## config.mk

```make
export PLATFORM = sky130hd
export DESIGN_NAME = ahb_lite_master_flat
export DESIGN_NICKNAME = d
export VERILOG_FILES = /design/src/rtl/ahb_pkg.sv /design/src/rtl/ahb_lite_master_if.sv /design/src/rtl/ahb_align_chk.sv /design/src/rtl/ahb_lite_master.sv /design/src/flat_wrapper.sv
export SDC_FILE = /design/constraint.sdc
export NUM_CORES = 1
export LEC_CHECK = 0
export BUFFER_PORTS_ARGS = -buffer_cell sky130_fd_sc_hd__buf_2
export CORE_MARGIN = 4
export CORE_UTILIZATION = 52
export DETAILED_ROUTE_END_ITERATION = 6
export PLACE_DENSITY_LB_ADDON = 0.12
export SETUP_SLACK_MARGIN = 0.15
export SYNTH_ARGS = -nofsm -noshare
export SYNTH_HDL_FRONTEND = slang
export SYNTH_SLANG_ARGS = --single-unit
```

## constraint.sdc

```tcl
create_clock -name HCLK -period 11.3 [get_ports HCLK]
set_input_delay 3.39 -clock HCLK [delete_from_list [all_inputs] [get_ports HCLK]]
set_output_delay 3.39 -clock HCLK [all_outputs]
set_load 0.005 [all_outputs]
```

## src/rtl/ahb_pkg.sv

```systemverilog
// Shared AHB-Lite definitions for the core-side initiator: bus encodings,
// data-path widths and the request record carried through the address stage.
package ahb_pkg;

    localparam int ADDR_W = 32;
    localparam int DATA_W = 32;

    typedef enum logic [1:0] {
        HTRANS_IDLE   = 2'b00,
        HTRANS_NONSEQ = 2'b10
    } htrans_e;

    typedef enum logic [2:0] {
        HSIZE_BYTE = 3'b000,
        HSIZE_HALF = 3'b001,
        HSIZE_WORD = 3'b010
    } hsize_e;

    typedef enum logic [1:0] {
        HRESP_OKAY  = 2'b00,
        HRESP_ERROR = 2'b01
    } hresp_e;

    localparam logic [2:0] HBURST_SINGLE = 3'b000;

    // One core request as it sits in the address stage.
    typedef struct packed {
        logic [ADDR_W-1:0] addr;
        logic              write;
        logic [2:0]        size;
        logic [DATA_W-1:0] wdata;
    } ahb_req_t;

endpackage

```

## src/rtl/ahb_lite_master_if.sv

```systemverilog
// Bundle of the core request/response streams and the AHB-Lite master
// signals. The master modport is the initiator's view; the slave modport is
// the view of whatever sits on the other side (core + bus fabric).
interface ahb_lite_master_if;
    import ahb_pkg::*;

    // Core request stream
    logic              req_valid;
    logic              req_ready;
    logic [ADDR_W-1:0] req_addr;
    logic              req_write;
    logic [2:0]        req_size;
    logic [DATA_W-1:0] req_wdata;

    // Core response stream
    logic              rsp_valid;
    logic [DATA_W-1:0] rsp_rdata;
    logic              rsp_err;

    // AHB-Lite bus
    logic [ADDR_W-1:0] HADDR;
    logic [1:0]        HTRANS;
    logic              HWRITE;
    logic [2:0]        HSIZE;
    logic [2:0]        HBURST;
    logic [DATA_W-1:0] HWDATA;
    logic [DATA_W-1:0] HRDATA;
    logic              HREADY;
    logic [1:0]        HRESP;

    modport master (
        input  req_valid, req_addr, req_write, req_size, req_wdata,
        output req_ready,
        output rsp_valid, rsp_rdata, rsp_err,
        output HADDR, HTRANS, HWRITE, HSIZE, HBURST, HWDATA,
        input  HRDATA, HREADY, HRESP
    );

    modport slave (
        output req_valid, req_addr, req_write, req_size, req_wdata,
        input  req_ready,
        input  rsp_valid, rsp_rdata, rsp_err,
        input  HADDR, HTRANS, HWRITE, HSIZE, HBURST, HWDATA,
        output HRDATA, HREADY, HRESP
    );

endinterface

```

## src/rtl/ahb_align_chk.sv

```systemverilog
// Size/address legality check for an incoming request. Flags halfwords on an
// odd address, words not on a 4-byte boundary, and any size above a word.
module ahb_align_chk
    import ahb_pkg::*;
(
    input  logic [2:0] size,
    input  logic [1:0] addr_lo,
    output logic       misaligned
);

    // Decode legality from the transfer size and the low address bits
    always_comb begin
        misaligned = 1'b1;
        case (size)
            HSIZE_BYTE: misaligned = 1'b0;
            HSIZE_HALF: misaligned = addr_lo[0];
            HSIZE_WORD: misaligned = (addr_lo != 2'b00);
            default:    misaligned = 1'b1;
        endcase
    end

endmodule

```

## src/rtl/ahb_lite_master.sv

```systemverilog
// Core-side AHB-Lite initiator. Requests enter an address stage (A) that
// drives HADDR/HTRANS/HWRITE/HSIZE, then move to a data stage (D) that drives
// HWDATA and completes on HREADY, producing a one-cycle response pulse.
// Address and data phases of consecutive transfers overlap; only SINGLE
// NONSEQ transfers are issued.
//
// Misaligned requests travel through A and D as "phantom" slots that never
// appear on the bus (HTRANS stays IDLE) and complete with rsp_err=1, which
// keeps responses strictly in request order.
//
// Optional feature macro: AHB_MASTER_ERR_EN
//   defined   - two-cycle ERROR responses are honoured: the address phase
//               pending behind the failing transfer is cancelled (HTRANS=IDLE
//               in the second error cycle) and re-issued afterwards, and the
//               failing transfer completes with rsp_err=1.
//   undefined - HRESP is ignored; rsp_err reports misalignment only.
module ahb_lite_master
    import ahb_pkg::*;
(
    input  logic              HCLK,
    input  logic              HRESET,
    ahb_lite_master_if.master bus
);

    // Address stage
    ahb_req_t          a_req_reg;
    logic              a_valid_reg;
    logic              a_phantom_reg;

    // Data stage
    logic              d_valid_reg;
    logic              d_phantom_reg;
    logic              d_write_reg;
    logic [DATA_W-1:0] d_wdata_reg;

    // Response registers
    logic              rsp_valid_reg;
    logic [DATA_W-1:0] rsp_rdata_reg;
    logic              rsp_err_reg;

    ahb_req_t          req;
    logic              req_misaligned;
    logic              req_ready;
    logic              accept;
    logic              d_done;
    logic              cancel;
    logic              resp_error;

    assign req = '{
        addr:  bus.req_addr,
        write: bus.req_write,
        size:  bus.req_size,
        wdata: bus.req_wdata
    };

    ahb_align_chk u_align_chk (
        .size       (bus.req_size),
        .addr_lo    (bus.req_addr[1:0]),
        .misaligned (req_misaligned)
    );

`ifdef AHB_MASTER_ERR_EN
    // Set during the second cycle of a two-cycle ERROR response; while set,
    // the address stage is shown as IDLE and must not advance into D.
    logic cancel_reg;

    assign cancel     = cancel_reg;
    assign resp_error = (bus.HRESP == HRESP_ERROR);

    // Detect the first ERROR cycle (HREADY low) on a real data phase
    always_ff @(posedge HCLK or posedge HRESET) begin
        if (HRESET) begin
            cancel_reg <= 1'b0;
        end else if (bus.HREADY) begin
            cancel_reg <= 1'b0;
        end else if (d_valid_reg && !d_phantom_reg && resp_error) begin
            cancel_reg <= 1'b1;
        end
    end
`else
    logic unused_hresp;

    assign cancel       = 1'b0;
    assign resp_error   = 1'b0;
    assign unused_hresp = ^bus.HRESP;
`endif

    // A can take a request when it is empty or is handing its content to D
    // this edge. A cancelled address phase stays in A, so it blocks intake.
    assign req_ready = !a_valid_reg || (bus.HREADY && !cancel);
    assign accept    = bus.req_valid && req_ready;
    assign d_done    = d_valid_reg && bus.HREADY;

    // Advance the A and D pipeline stages
    always_ff @(posedge HCLK or posedge HRESET) begin
        if (HRESET) begin
            a_req_reg     <= '0;
            a_valid_reg   <= 1'b0;
            a_phantom_reg <= 1'b0;
            d_valid_reg   <= 1'b0;
            d_phantom_reg <= 1'b0;
            d_write_reg   <= 1'b0;
            d_wdata_reg   <= '0;
        end else begin
            if (accept) begin
                a_req_reg     <= req;
                a_valid_reg   <= 1'b1;
                a_phantom_reg <= req_misaligned;
            end else if (bus.HREADY && !cancel) begin
                a_valid_reg   <= 1'b0;
            end

            if (bus.HREADY) begin
                if (cancel) begin
                    // The pending address phase was never seen by a slave;
                    // it stays in A and is re-issued next cycle.
                    d_valid_reg <= 1'b0;
                end else begin
                    d_valid_reg <= a_valid_reg;
                    if (a_valid_reg) begin
                        d_phantom_reg <= a_phantom_reg;
                        d_write_reg   <= a_req_reg.write;
                        d_wdata_reg   <= a_req_reg.wdata;
                    end
                end
            end
        end
    end

    // Register the response when the data stage completes
    always_ff @(posedge HCLK or posedge HRESET) begin
        if (HRESET) begin
            rsp_valid_reg <= 1'b0;
            rsp_rdata_reg <= '0;
            rsp_err_reg   <= 1'b0;
        end else if (d_done) begin
            rsp_valid_reg <= 1'b1;
            rsp_rdata_reg <= (d_write_reg || d_phantom_reg) ? '0 : bus.HRDATA;
            rsp_err_reg   <= d_phantom_reg || resp_error;
        end else begin
            rsp_valid_reg <= 1'b0;
            rsp_rdata_reg <= '0;
            rsp_err_reg   <= 1'b0;
        end
    end

    assign bus.req_ready = req_ready;
    assign bus.rsp_valid = rsp_valid_reg;
    assign bus.rsp_rdata = rsp_rdata_reg;
    assign bus.rsp_err   = rsp_err_reg;

    assign bus.HTRANS = (a_valid_reg && !a_phantom_reg && !cancel) ? HTRANS_NONSEQ : HTRANS_IDLE;
    assign bus.HADDR  = a_req_reg.addr;
    assign bus.HWRITE = a_req_reg.write;
    assign bus.HSIZE  = a_req_reg.size;
    assign bus.HBURST = HBURST_SINGLE;
    assign bus.HWDATA = d_wdata_reg;

endmodule

```

## src/flat_wrapper.sv

```systemverilog
// flat-port wrapper written by rule: the top's interface ports become plain ports
module ahb_lite_master_flat import ahb_pkg::*;
  (HCLK, HRESET, bus_req_valid, bus_req_addr, bus_req_write, bus_req_size, bus_req_wdata, bus_req_ready, bus_rsp_valid, bus_rsp_rdata, bus_rsp_err, bus_HADDR, bus_HTRANS, bus_HWRITE, bus_HSIZE, bus_HBURST, bus_HWDATA, bus_HRDATA, bus_HREADY, bus_HRESP);
  ahb_lite_master_if bus_i ();
  input  logic HCLK;
  input  logic HRESET;
  input wire logic [$bits(bus_i.req_valid)-1:0] bus_req_valid;
  input wire logic [$bits(bus_i.req_addr)-1:0] bus_req_addr;
  input wire logic [$bits(bus_i.req_write)-1:0] bus_req_write;
  input wire logic [$bits(bus_i.req_size)-1:0] bus_req_size;
  input wire logic [$bits(bus_i.req_wdata)-1:0] bus_req_wdata;
  output wire logic [$bits(bus_i.req_ready)-1:0] bus_req_ready;
  output wire logic [$bits(bus_i.rsp_valid)-1:0] bus_rsp_valid;
  output wire logic [$bits(bus_i.rsp_rdata)-1:0] bus_rsp_rdata;
  output wire logic [$bits(bus_i.rsp_err)-1:0] bus_rsp_err;
  output wire logic [$bits(bus_i.HADDR)-1:0] bus_HADDR;
  output wire logic [$bits(bus_i.HTRANS)-1:0] bus_HTRANS;
  output wire logic [$bits(bus_i.HWRITE)-1:0] bus_HWRITE;
  output wire logic [$bits(bus_i.HSIZE)-1:0] bus_HSIZE;
  output wire logic [$bits(bus_i.HBURST)-1:0] bus_HBURST;
  output wire logic [$bits(bus_i.HWDATA)-1:0] bus_HWDATA;
  input wire logic [$bits(bus_i.HRDATA)-1:0] bus_HRDATA;
  input wire logic [$bits(bus_i.HREADY)-1:0] bus_HREADY;
  input wire logic [$bits(bus_i.HRESP)-1:0] bus_HRESP;
  assign bus_i.req_valid = bus_req_valid;
  assign bus_i.req_addr = bus_req_addr;
  assign bus_i.req_write = bus_req_write;
  assign bus_i.req_size = bus_req_size;
  assign bus_i.req_wdata = bus_req_wdata;
  assign bus_req_ready = bus_i.req_ready;
  assign bus_rsp_valid = bus_i.rsp_valid;
  assign bus_rsp_rdata = bus_i.rsp_rdata;
  assign bus_rsp_err = bus_i.rsp_err;
  assign bus_HADDR = bus_i.HADDR;
  assign bus_HTRANS = bus_i.HTRANS;
  assign bus_HWRITE = bus_i.HWRITE;
  assign bus_HSIZE = bus_i.HSIZE;
  assign bus_HBURST = bus_i.HBURST;
  assign bus_HWDATA = bus_i.HWDATA;
  assign bus_i.HRDATA = bus_HRDATA;
  assign bus_i.HREADY = bus_HREADY;
  assign bus_i.HRESP = bus_HRESP;
  ahb_lite_master u_core (.HCLK(HCLK), .HRESET(HRESET), .bus(bus_i));
endmodule
```

==> impl_metrics.yaml, run 1 <==
timing:
  slew_headroom_pct: 34.2
  rsz0062_at_grt: "no"
  worst_pin_slew_ps: 987
  worst_slack_ps: 4030
  fin_setup_tns_ps: 0
  max_freq_mhz: 137
  fin_worst_skew_ps: 5.99
  min_period_ps: 7270
  drv_slew: 0
  finalHoldViolCount: 0
  fin_crit_sh_pct: 64.4
  setup_violations: 0
place:
  placed_area_sq_um: 6210
  gp_congestion: 0.711
  place_ws_ps: 4030
  numPortBuffers: 207
  dp_hpwl_microns: 7390
worst_setup_path:
  critPathLaunchType: "primary input"
  reg2reg_depth: 3
  worstSetupEndpointType: "output port"
  crit_required_ps: 7910
  cp_max_fo: 5
  arrival_ps: 3880
  r2r-start: "u_core.a_valid_reg"
  path_class: "in2out"
  timing.rr.end: "u_core.a_req_reg[28]"
  reg2reg_slack_ps: 9510
grt:
  antenna_found_initial: 0
  gr-total-overflow: 0
  grtUsageTotal_pct: 17.8
  grt_start_max_net_pins: 80
  grt_pass1_vias: 3325
  grt_pass1_wl_microns: 16000
power_and_ir_drop:
  p_per_area_nw_per_um2: 197
  ir_drop_mv: 0.106
  cellLeakagePower_uw: 0.00348
min_path:
  hold_start: "u_core.a_req_reg[5]"
  whs_endpoint: "u_core.a_req_reg[5]"
  hold-path-cell-count: 1
  hold_path_class: "reg2reg"
synth:
  synth_edf_count: 0
  synth_top_area_share_pct: 65.2
  yosysWarnings: 0
  yosys.area.top_type: "dfrtp_1"
  synthMostInstantiatedCell: "dfrtp_1"
  synth-seq-cells: 139
  ys.flop_type: "dfrtp_1"
  synthTopCellsByCount: "139 x dfrtp_1, 93 x mux2_2, 39 x buf_4, 33 x and2_1, 10 x mux2_4"
  syn_inst: 341
  synth_area_leaders: "dfrtp_1 65%, mux2_2 20%, buf_4 5.5%"
  avgSynthCellArea_sq_um: 15.6
  synth_area_sq_um: 5330
  synth.distinct_cells: 21
  async_reset_ff_share_pct: 100
  yosysSeqAreaShare_pct: 65.2
final_layout:
  nets: 626
  fin_area_sq_um: 6820
  area_delta_synth_final_pct: 27.9
  antenna_cells: 0
  final_util_pct: 69.1
  layout-drive-gt1-share_pct: 65.3
routing:
  ant_nets: 0
  drtIter0Drc: 97
  drt-pass1-iter-count: 4
  drcViolationCount: 0
  routed_wl_microns: 10300
  wire_per_inst_microns: 15.5
  viasPerCell: 4.68
  vias: 3114
die:
  chipHeight_microns: 109
  initial_utilization_pct: 54.1
  dieArea_sq_um: 11900
  io_pins: 214
  num_rows: 36
  fp.coreArea_sq_um: 9860
  die_w_microns: 109
clock_tree:
  post_cts_resized: 0
  clock-root-buffer: "clkbuf_8"
  cts_tree: "yes"
  cts_num_sinks: 139
  clkLatencyLatePin_ps: 500
  cts_buffer_depth: 2
  clk_pin_slew_ps: 60
  cts_inserted_buffers: 17
  cts_setup_buffers: 0
  h-tree-depth: 4
  cts_hold_buf: 0
run_status:
  outcome: "complete, no violations"
job:
  max_cap_violations: 0
## cell type report
| class | count | area, sq um |
|---|---|---|
| fill | 679 | 3040 |
| timing repair buffer | 209 | 1050 |
| sequential | 139 | 3480 |
| clock inverter | 14 | 195 |
| inverter | 2 | 12.5 |
| clock buffer | 18 | 418 |
| tap | 133 | 166 |
| multi-input combinational | 151 | 1500 |
## report_power, final
group	leakage, uW	internal, uW	switching, uW	total, uW
registers	0.00170	569	33.1	602
logic	0.00150	108	72.8	181
clock network	0.000288	359	203	563
## through the flow
step                      total power [uW]  hold WS (ps)  instances
after detailed placement               797           488        634
after global placement                 786           481        634
after global routing                  1410           511        666
final                                 1350           498        666
after floorplan                        728           475        344
after CTS                             1370           501        666
## critical path: stages
cell      delay, ps
buf_2           120
nand2b_2        210
buf_2           160
## placed cells by master (no fill, tap or decap), drive strengths merged
cell type	instances
a21oi	1
and2	33
and3	1
buf	209
bufinv	4
clkbuf	18
clkinv	4
clkinvlp	4
conb	4
dfrtp	139
inv	4
mux2	103
nand2	2
nand2b	2
nor2b	1
nor3	1
nor3b	1
o21ai	1
o21bai	1
## cell families (layout without fill, tap and decap cells)
group / after synthesis / after routing / share of synthesized area, %
DFF: 139 / 139 / 65.2
muxes: 103 / 103 / 22.5
buffers and inverters: 54 / 243 / 7.02
and+or+nand+nor: 41 / 41 / 4.90
AOI/OAI and AO/OA: 3 / 3 / 0.328
other: 1 / 4 / 0.0703
## worst max-delay path by stage
stage / from / to
2_1_floorplan: HRESET / u_core.a_phantom_reg
4_1_cts: bus_HREADY / bus_req_ready
3_5_place_dp: bus_HREADY / bus_req_ready
6_report: bus_HREADY / bus_req_ready
5_1_grt: bus_HREADY / bus_req_ready
3_3_place_gp: bus_HREADY / bus_req_ready
## layer usage
metal | global-route usage, % | up-vias | share of wire, %
met5 | 0 | - | 0
li1 | - | 1457 | -
met4 | 5.88 | 0 | 0.59
met2 | 29.8 | 140 | 50
met1 | 20.1 | 1513 | 37
met3 | 8.47 | 4 | 12
Power figures use the tool's default switching activity.
==> inputs of run 2 (changes only) <==
--- a/config.mk
+++ b/config.mk
@@ -7,7 +7,7 @@
 export LEC_CHECK = 0
 export BUFFER_PORTS_ARGS = -buffer_cell sky130_fd_sc_hd__buf_2
 export CORE_MARGIN = 4
-export CORE_UTILIZATION = 52
+export CORE_UTILIZATION = 43
 export DETAILED_ROUTE_END_ITERATION = 6
 export PLACE_DENSITY_LB_ADDON = 0.12
 export SETUP_SLACK_MARGIN = 0.15
==> constraint.sdc (replaced) <==
create_clock -name HCLK -period 6.65 [get_ports HCLK]
set_input_delay 1.995 -clock HCLK [delete_from_list [all_inputs] [get_ports HCLK]]
set_output_delay 1.995 -clock HCLK [all_outputs]
set_load 0.005 [all_outputs]
==> run 2 against run 1 <==
Net effect:
- via count rose by 3.0%
- power grew 60%
- die area rose by 19%
- routed wire length rose by 3.3%
- sequential share of layout area up 0.44 points
- critical path depth unchanged
- non-clock buffer count stayed put
- first-iteration DRC count shrank 22%
- register-to-register slack lost 4700 ps
- clock power increased by 45%
- clock-buffer cell count increased by 7
==> impl_metrics.yaml, run 2 (same netlist as run 1, synthesis figures left out) <==
grt:
  grt_start_max_net_pins: 88
  gr-total-overflow: 0
  grt_pass1_vias: 3483
  grtUsageTotal_pct: 15.7
  grt_pass1_wl_microns: 17400
  antenna_found_initial: 0
clock_tree:
  cts_buffer_depth: 2
  clkLatencyLatePin_ps: 410
  post_cts_resized: 0
  cts_tree: "yes"
  cts_inserted_buffers: 17
  clk_pin_slew_ps: 50
  cts_num_sinks: 139
  cts_setup_buffers: 0
  h-tree-depth: 4
  cts_hold_buf: 0
  clock-root-buffer: "clkbuf_16"
die:
  die_w_microns: 119
  chipHeight_microns: 119
  initial_utilization_pct: 44.2
  io_pins: 214
  dieArea_sq_um: 14200
  num_rows: 40
  fp.coreArea_sq_um: 12100
worst_setup_path:
  critPathLaunchType: "primary input"
  path_class: "in2out"
  r2r-start: "u_core.a_valid_reg"
  worstSetupEndpointType: "output port"
  timing.rr.end: "u_core.a_phantom_reg"
  cp_max_fo: 5
  arrival_ps: 2470
  reg2reg_slack_ps: 4820
  crit_required_ps: 4660
  reg2reg_depth: 3
job:
  max_cap_violations: 0
timing:
  slew_headroom_pct: 32.8
  finalHoldViolCount: 0
  fin_crit_sh_pct: 67.2
  min_period_ps: 4470
  setup_violations: 0
  drv_slew: 0
  fin_worst_skew_ps: 7.71
  rsz0062_at_grt: "no"
  fin_setup_tns_ps: 0
  max_freq_mhz: 224
  worst_pin_slew_ps: 1010
routing:
  drt-pass1-iter-count: 4
  viasPerCell: 4.60
  drtIter0Drc: 76
  wire_per_inst_microns: 15.3
  drcViolationCount: 0
  routed_wl_microns: 10700
  vias: 3208
  ant_nets: 0
final_layout:
  antenna_cells: 0
  nets: 626
  layout_commonest_cell: "buf_2"
  final_cells: 697
  layout-drive-gt1-share_pct: 64.5
  area_delta_synth_final_pct: 26.8
  final_cell_mix: "207 x buf_2, 139 x dfrtp_1, 93 x mux2_2"
power_and_ir_drop:
  ir_drop_mv: 0.212
  p_per_area_nw_per_um2: 317
  cellLeakagePower_uw: 0.00345
run_status:
  outcome: "complete, no violations"
place:
  dp_hpwl_microns: 7450
  place_inst: 669
  gp_congestion: 0.703
  numPortBuffers: 207
min_path:
  hold_path_class: "reg2reg"
  whs_endpoint: "u_core.bus.HADDR[9]"
  hold-path-cell-count: 1
  hold_start: "u_core.bus.HADDR[9]"
==> run 2: changes by cell type in the layout (fill, tap and decap cells not counted) <==
cell | previous run | this run
clkbuf_1 | 1 | 4
clkinvlp_4 | 4 | 0
clkbuf_16 | 16 | 17
bufinv_16 | 4 | 0
clkbuf_8 | 1 | 4
clkinv_4 | 2 | 0
clkinv_2 | 2 | 3
inv_6 | 3 | 1
==> run 2: worst max-delay path by stage <==
| stage | start | endpoint | slack [ps] | depth (start not counted) |
|---|---|---|---|---|
| floorplan | HRESET | u_core.a_phantom_reg | 930 | 1 |
| global placement | bus_HREADY | bus_req_ready | 2180 | 3 |
| CTS | bus_HREADY | bus_req_ready | 2180 | 3 |
| detailed placement | bus_HREADY | bus_req_ready | 2180 | 3 |
| finish | bus_HREADY | bus_req_ready | 2180 | 3 |
| global route | bus_HREADY | bus_req_ready | 2160 | 3 |
==> run 2: cell type report <==
| cell class | count | area (sq um) |
|---|---|---|
| Clock buffer | 25 | 495 |
| Clock inverter | 3 | 15.0 |
| Timing Repair Buffer | 209 | 1050 |
| Multi-Input combinational cell | 151 | 1500 |
| Tap cell | 168 | 210 |
| Sequential cell | 139 | 3480 |
| Inverter | 2 | 12.5 |
| Fill cell | 1034 | 5300 |
==> run 2: stage by stage <==
step / hold WS, ps / utilization, % / instance area (sq um) / setup slack, ps / total power [uW]
global route: 513 / 56.1 / 6760 / 2160 / 2260
finish: 497 / 56.1 / 6760 / 2180 / 2150
detailed placement: 487 / 51.8 / 6250 / 2180 / 1350
floorplan: 475 / - / 5340 / 930 / 1240
CTS: 499 / 56.1 / 6760 / 2180 / 2180
global placement: 482 / 51.8 / 6250 / 2180 / 1340
==> run 2: power breakdown <==
| part | leakage, uW | switching [uW] | internal (uW) |
|---|---|---|---|
| combinational | 0.00150 | 124 | 184 |
| clock | 0.000255 | 312 | 505 |
| sequential | 0.00170 | 54.7 | 967 |
==> run 2: per-layer routing <==
layer,up-vias,GRT usage [%],share of wire [%]
li1,1459,-,-
met2,147,25.8,50
met4,0,6.80,2.1
met5,-,0,0
met3,17,7.17,11
met1,1585,17.5,38
==> run 2: worst max-delay path, cell delays in order <==
cell      delay (ps)
buf_2            130
nand2b_2         210
buf_2            140
==> inputs of run 3 (changes only) <==
--- a/config.mk
+++ b/config.mk
@@ -5,9 +5,10 @@
 export SDC_FILE = /design/constraint.sdc
 export NUM_CORES = 1
 export LEC_CHECK = 0
+export ABC_AREA = 1
 export BUFFER_PORTS_ARGS = -buffer_cell sky130_fd_sc_hd__buf_2
 export CORE_MARGIN = 4
-export CORE_UTILIZATION = 43
+export CORE_UTILIZATION = 44
 export DETAILED_ROUTE_END_ITERATION = 6
 export PLACE_DENSITY_LB_ADDON = 0.12
 export SETUP_SLACK_MARGIN = 0.15
==> constraint.sdc (replaced) <==
create_clock -name HCLK -period 4 [get_ports HCLK]
set_input_delay 1.2 -clock HCLK [delete_from_list [all_inputs] [get_ports HCLK]]
set_output_delay 1.2 -clock HCLK [all_outputs]
set_load 0.005 [all_outputs]
==> run 3 against run 2 <==
Net effect:
- synthesized area is 3.4% higher
- utilization is 1.2 points higher
- critical endpoint unchanged
- combinational power grew 70%
- critical path depth grew 1
==> impl_metrics.yaml, run 3 <==
timing:
  fin_worst_skew_ps: 5.44
  rsz0062_at_grt: "no"
  worst_pin_slew_ps: 940
  worst_slack_ps: 940
  max_freq_mhz: 327
  finalHoldViolCount: 0
  slew_headroom_pct: 37.2
  min_period_ps: 3060
  whs_ps: 460
  drv_slew: 0
  fin_crit_sh_pct: 76.5
  fin_setup_tns_ps: 0
  setup_violations: 0
synth:
  synthTopCellsByCount: "190 x nand2_1, 139 x dfrtp_1, 67 x nand3_1, 52 x nor2_1, 40 x buf_4"
  yosys.area.top_type: "dfrtp_1"
  synth_area_leaders: "dfrtp_1 63%, nand2_1 13%, nand3_1 6.1%"
  synth_area_sq_um: 5520
  muxShareOfSynthArea_pct: 0
  synth.distinct_cells: 16
  yosysWarnings: 0
  synth_top_family_by_area: "simple AND/OR/NAND/NOR gates"
  synth-seq-cells: 139
  synth_edf_count: 0
  ys.flop_type: "dfrtp_1"
  yosys.area_share.simple_pct: 23.0
  async_reset_ff_share_pct: 100
  avgSynthCellArea_sq_um: 9.35
  yosysSeqAreaShare_pct: 63.1
  syn_inst: 590
  synthMostInstantiatedCell: "nand2_1"
  synth_compound_area_share_pct: 3.45
  synth_top_area_share_pct: 63.1
  synth_xor_area_share_pct: 0
  synth_fa_ha_area_share_pct: 0
final_layout:
  area_delta_synth_final_pct: 26.3
  final_cells: 932
  antenna_cells: 0
  layout-drive-gt1-share_pct: 32.6
  layout_commonest_cell: "buf_2"
  final_cell_mix: "207 x buf_2, 190 x nand2_1, 139 x dfrtp_1"
  nets: 857
place:
  dp_hpwl_microns: 8890
  place_ws_ps: 931
  numPortBuffers: 207
  place_inst: 900
  gp_congestion: 0.718
die:
  fp.coreArea_sq_um: 12200
  die_w_microns: 120
  chipHeight_microns: 120
  dieArea_sq_um: 14400
  io_pins: 214
  initial_utilization_pct: 45.3
  num_rows: 40
clock_tree:
  cts_setup_buffers: 0
  cts_buffer_depth: 2
  clock-root-buffer: "clkbuf_16"
  cts_inserted_buffers: 17
  post_cts_resized: 0
  cts_num_sinks: 139
  cts_tree: "yes"
  h-tree-depth: 4
  clkLatencyLatePin_ps: 410
  cts_hold_buf: 0
  clk_pin_slew_ps: 50
power_and_ir_drop:
  p_per_area_nw_per_um2: 535
  p_clk_share_pct: 40.9
  switching_share_pct: 25.2
  power_frac_comb_pct: 14.0
  internal_power_uw: 2790
  pwr-share-seq_pct: 45.0
  cellLeakagePower_uw: 0.00393
  ir_drop_mv: 0.280
  total_power_uw: 3730
  net-switching-power_uw: 939
routing:
  drt-pass1-iter-count: 4
  drcViolationCount: 0
  vias: 4279
  routed_wl_microns: 13000
  viasPerCell: 4.59
  drtIter0Drc: 275
  ant_nets: 0
  wire_per_inst_microns: 13.9
grt:
  grt_start_max_net_pins: 63
  grtUsageTotal_pct: 18.6
  gr-total-overflow: 0
  antenna_found_initial: 0
  grt_pass1_wl_microns: 21200
  grt_pass1_vias: 4306
worst_setup_path:
  worstSetupEndpointType: "output port"
  cp_max_fo: 21
  crit_required_ps: 2800
  path_class: "in2out"
  arrival_ps: 1860
  critPathLaunchType: "primary input"
job:
  max_cap_violations: 0
min_path:
  hold_path_class: "reg2reg"
run_status:
  outcome: "complete, no violations"
## run 3: changes by cell type in the layout (fill, tap and decap cells not counted), sizes merged, moves of 3 or more
| cell | before | now |
|---|---|---|
| nand2 | 2 | 193 |
| mux2 | 103 | 0 |
| buf | 209 | 214 |
| clkinv | 3 | 6 |
| nor2 | 0 | 52 |
| inv | 2 | 23 |
| o21ai | 1 | 19 |
| and2 | 33 | 0 |
| nand3 | 0 | 67 |
| a21oi | 1 | 19 |
## run 3: power groups by stage
stage                     Sequential (uW)  Clock, uW  Combinational [uW]
after detailed placement             1700          0                 538
after global placement               1690          0                 522
after CTS                            1680       1560                 539
after global routing                 1700       1620                 603
final                                1680       1530                 523
after floorplan                      1700          0                 343
## run 3: per-stage QoR
stage | cell area (sq um) | util, %
2_1_floorplan | 5530 | -
3_3_place_gp | 6380 | 52.5
3_5_place_dp | 6380 | 52.5
4_1_cts | 6960 | 57.3
5_1_grt | 6960 | 57.3
6_report | 6960 | 57.3
## run 3: cell families (layout without fill, tap and decap cells)
group,after synthesis,after routing
AND/OR/NAND/NOR,313,313
AO/OA/AOI/OAI,38,38
other,1,4
flip-flops,139,139
buffers and inverters,99,270
## run 3: worst max-delay path, cell delays in order
cell and delay [ps]:
buf_2 110, inv_2 60, nand2_2 250, buf_2 230
## run 3: area by class of cell
class                   instances  area, sq um
multi-input cells             355         1470
well taps                     168          210
clock inverters                 8         90.1
repair buffers                214         1130
flip-flops and latches        139         3480
clock buffers                  24          492
fillers                      1116         5200
inverters                      24         93.8
## run 3: worst paths after layout
kind	from	to	slack (ps)	cells past startpoint
hold reg to reg	u_core.bus.HWDATA[14]	u_core.bus.HWDATA[14]	460	2
setup reg to reg	u_core.a_valid_reg	u_core.a_phantom_reg	2170	5
hold / removal	u_core.bus.HWDATA[14]	u_core.bus.HWDATA[14]	460	2
setup / recovery	bus_HREADY	bus_req_ready	940	4
min in group asynchronous	HRESET	u_core.bus.HADDR[1]	880	2
max in group asynchronous	HRESET	u_core.bus.HWDATA[14]	2400	3
## run 3: layer usage
metal	part of all wire, %	up-vias	track usage, %
li1	-	2123	-
met1	42	1981	23.0
met3	8.0	13	6.22
met2	48	162	30.5
met4	1.3	0	6.44
met5	0	-	0
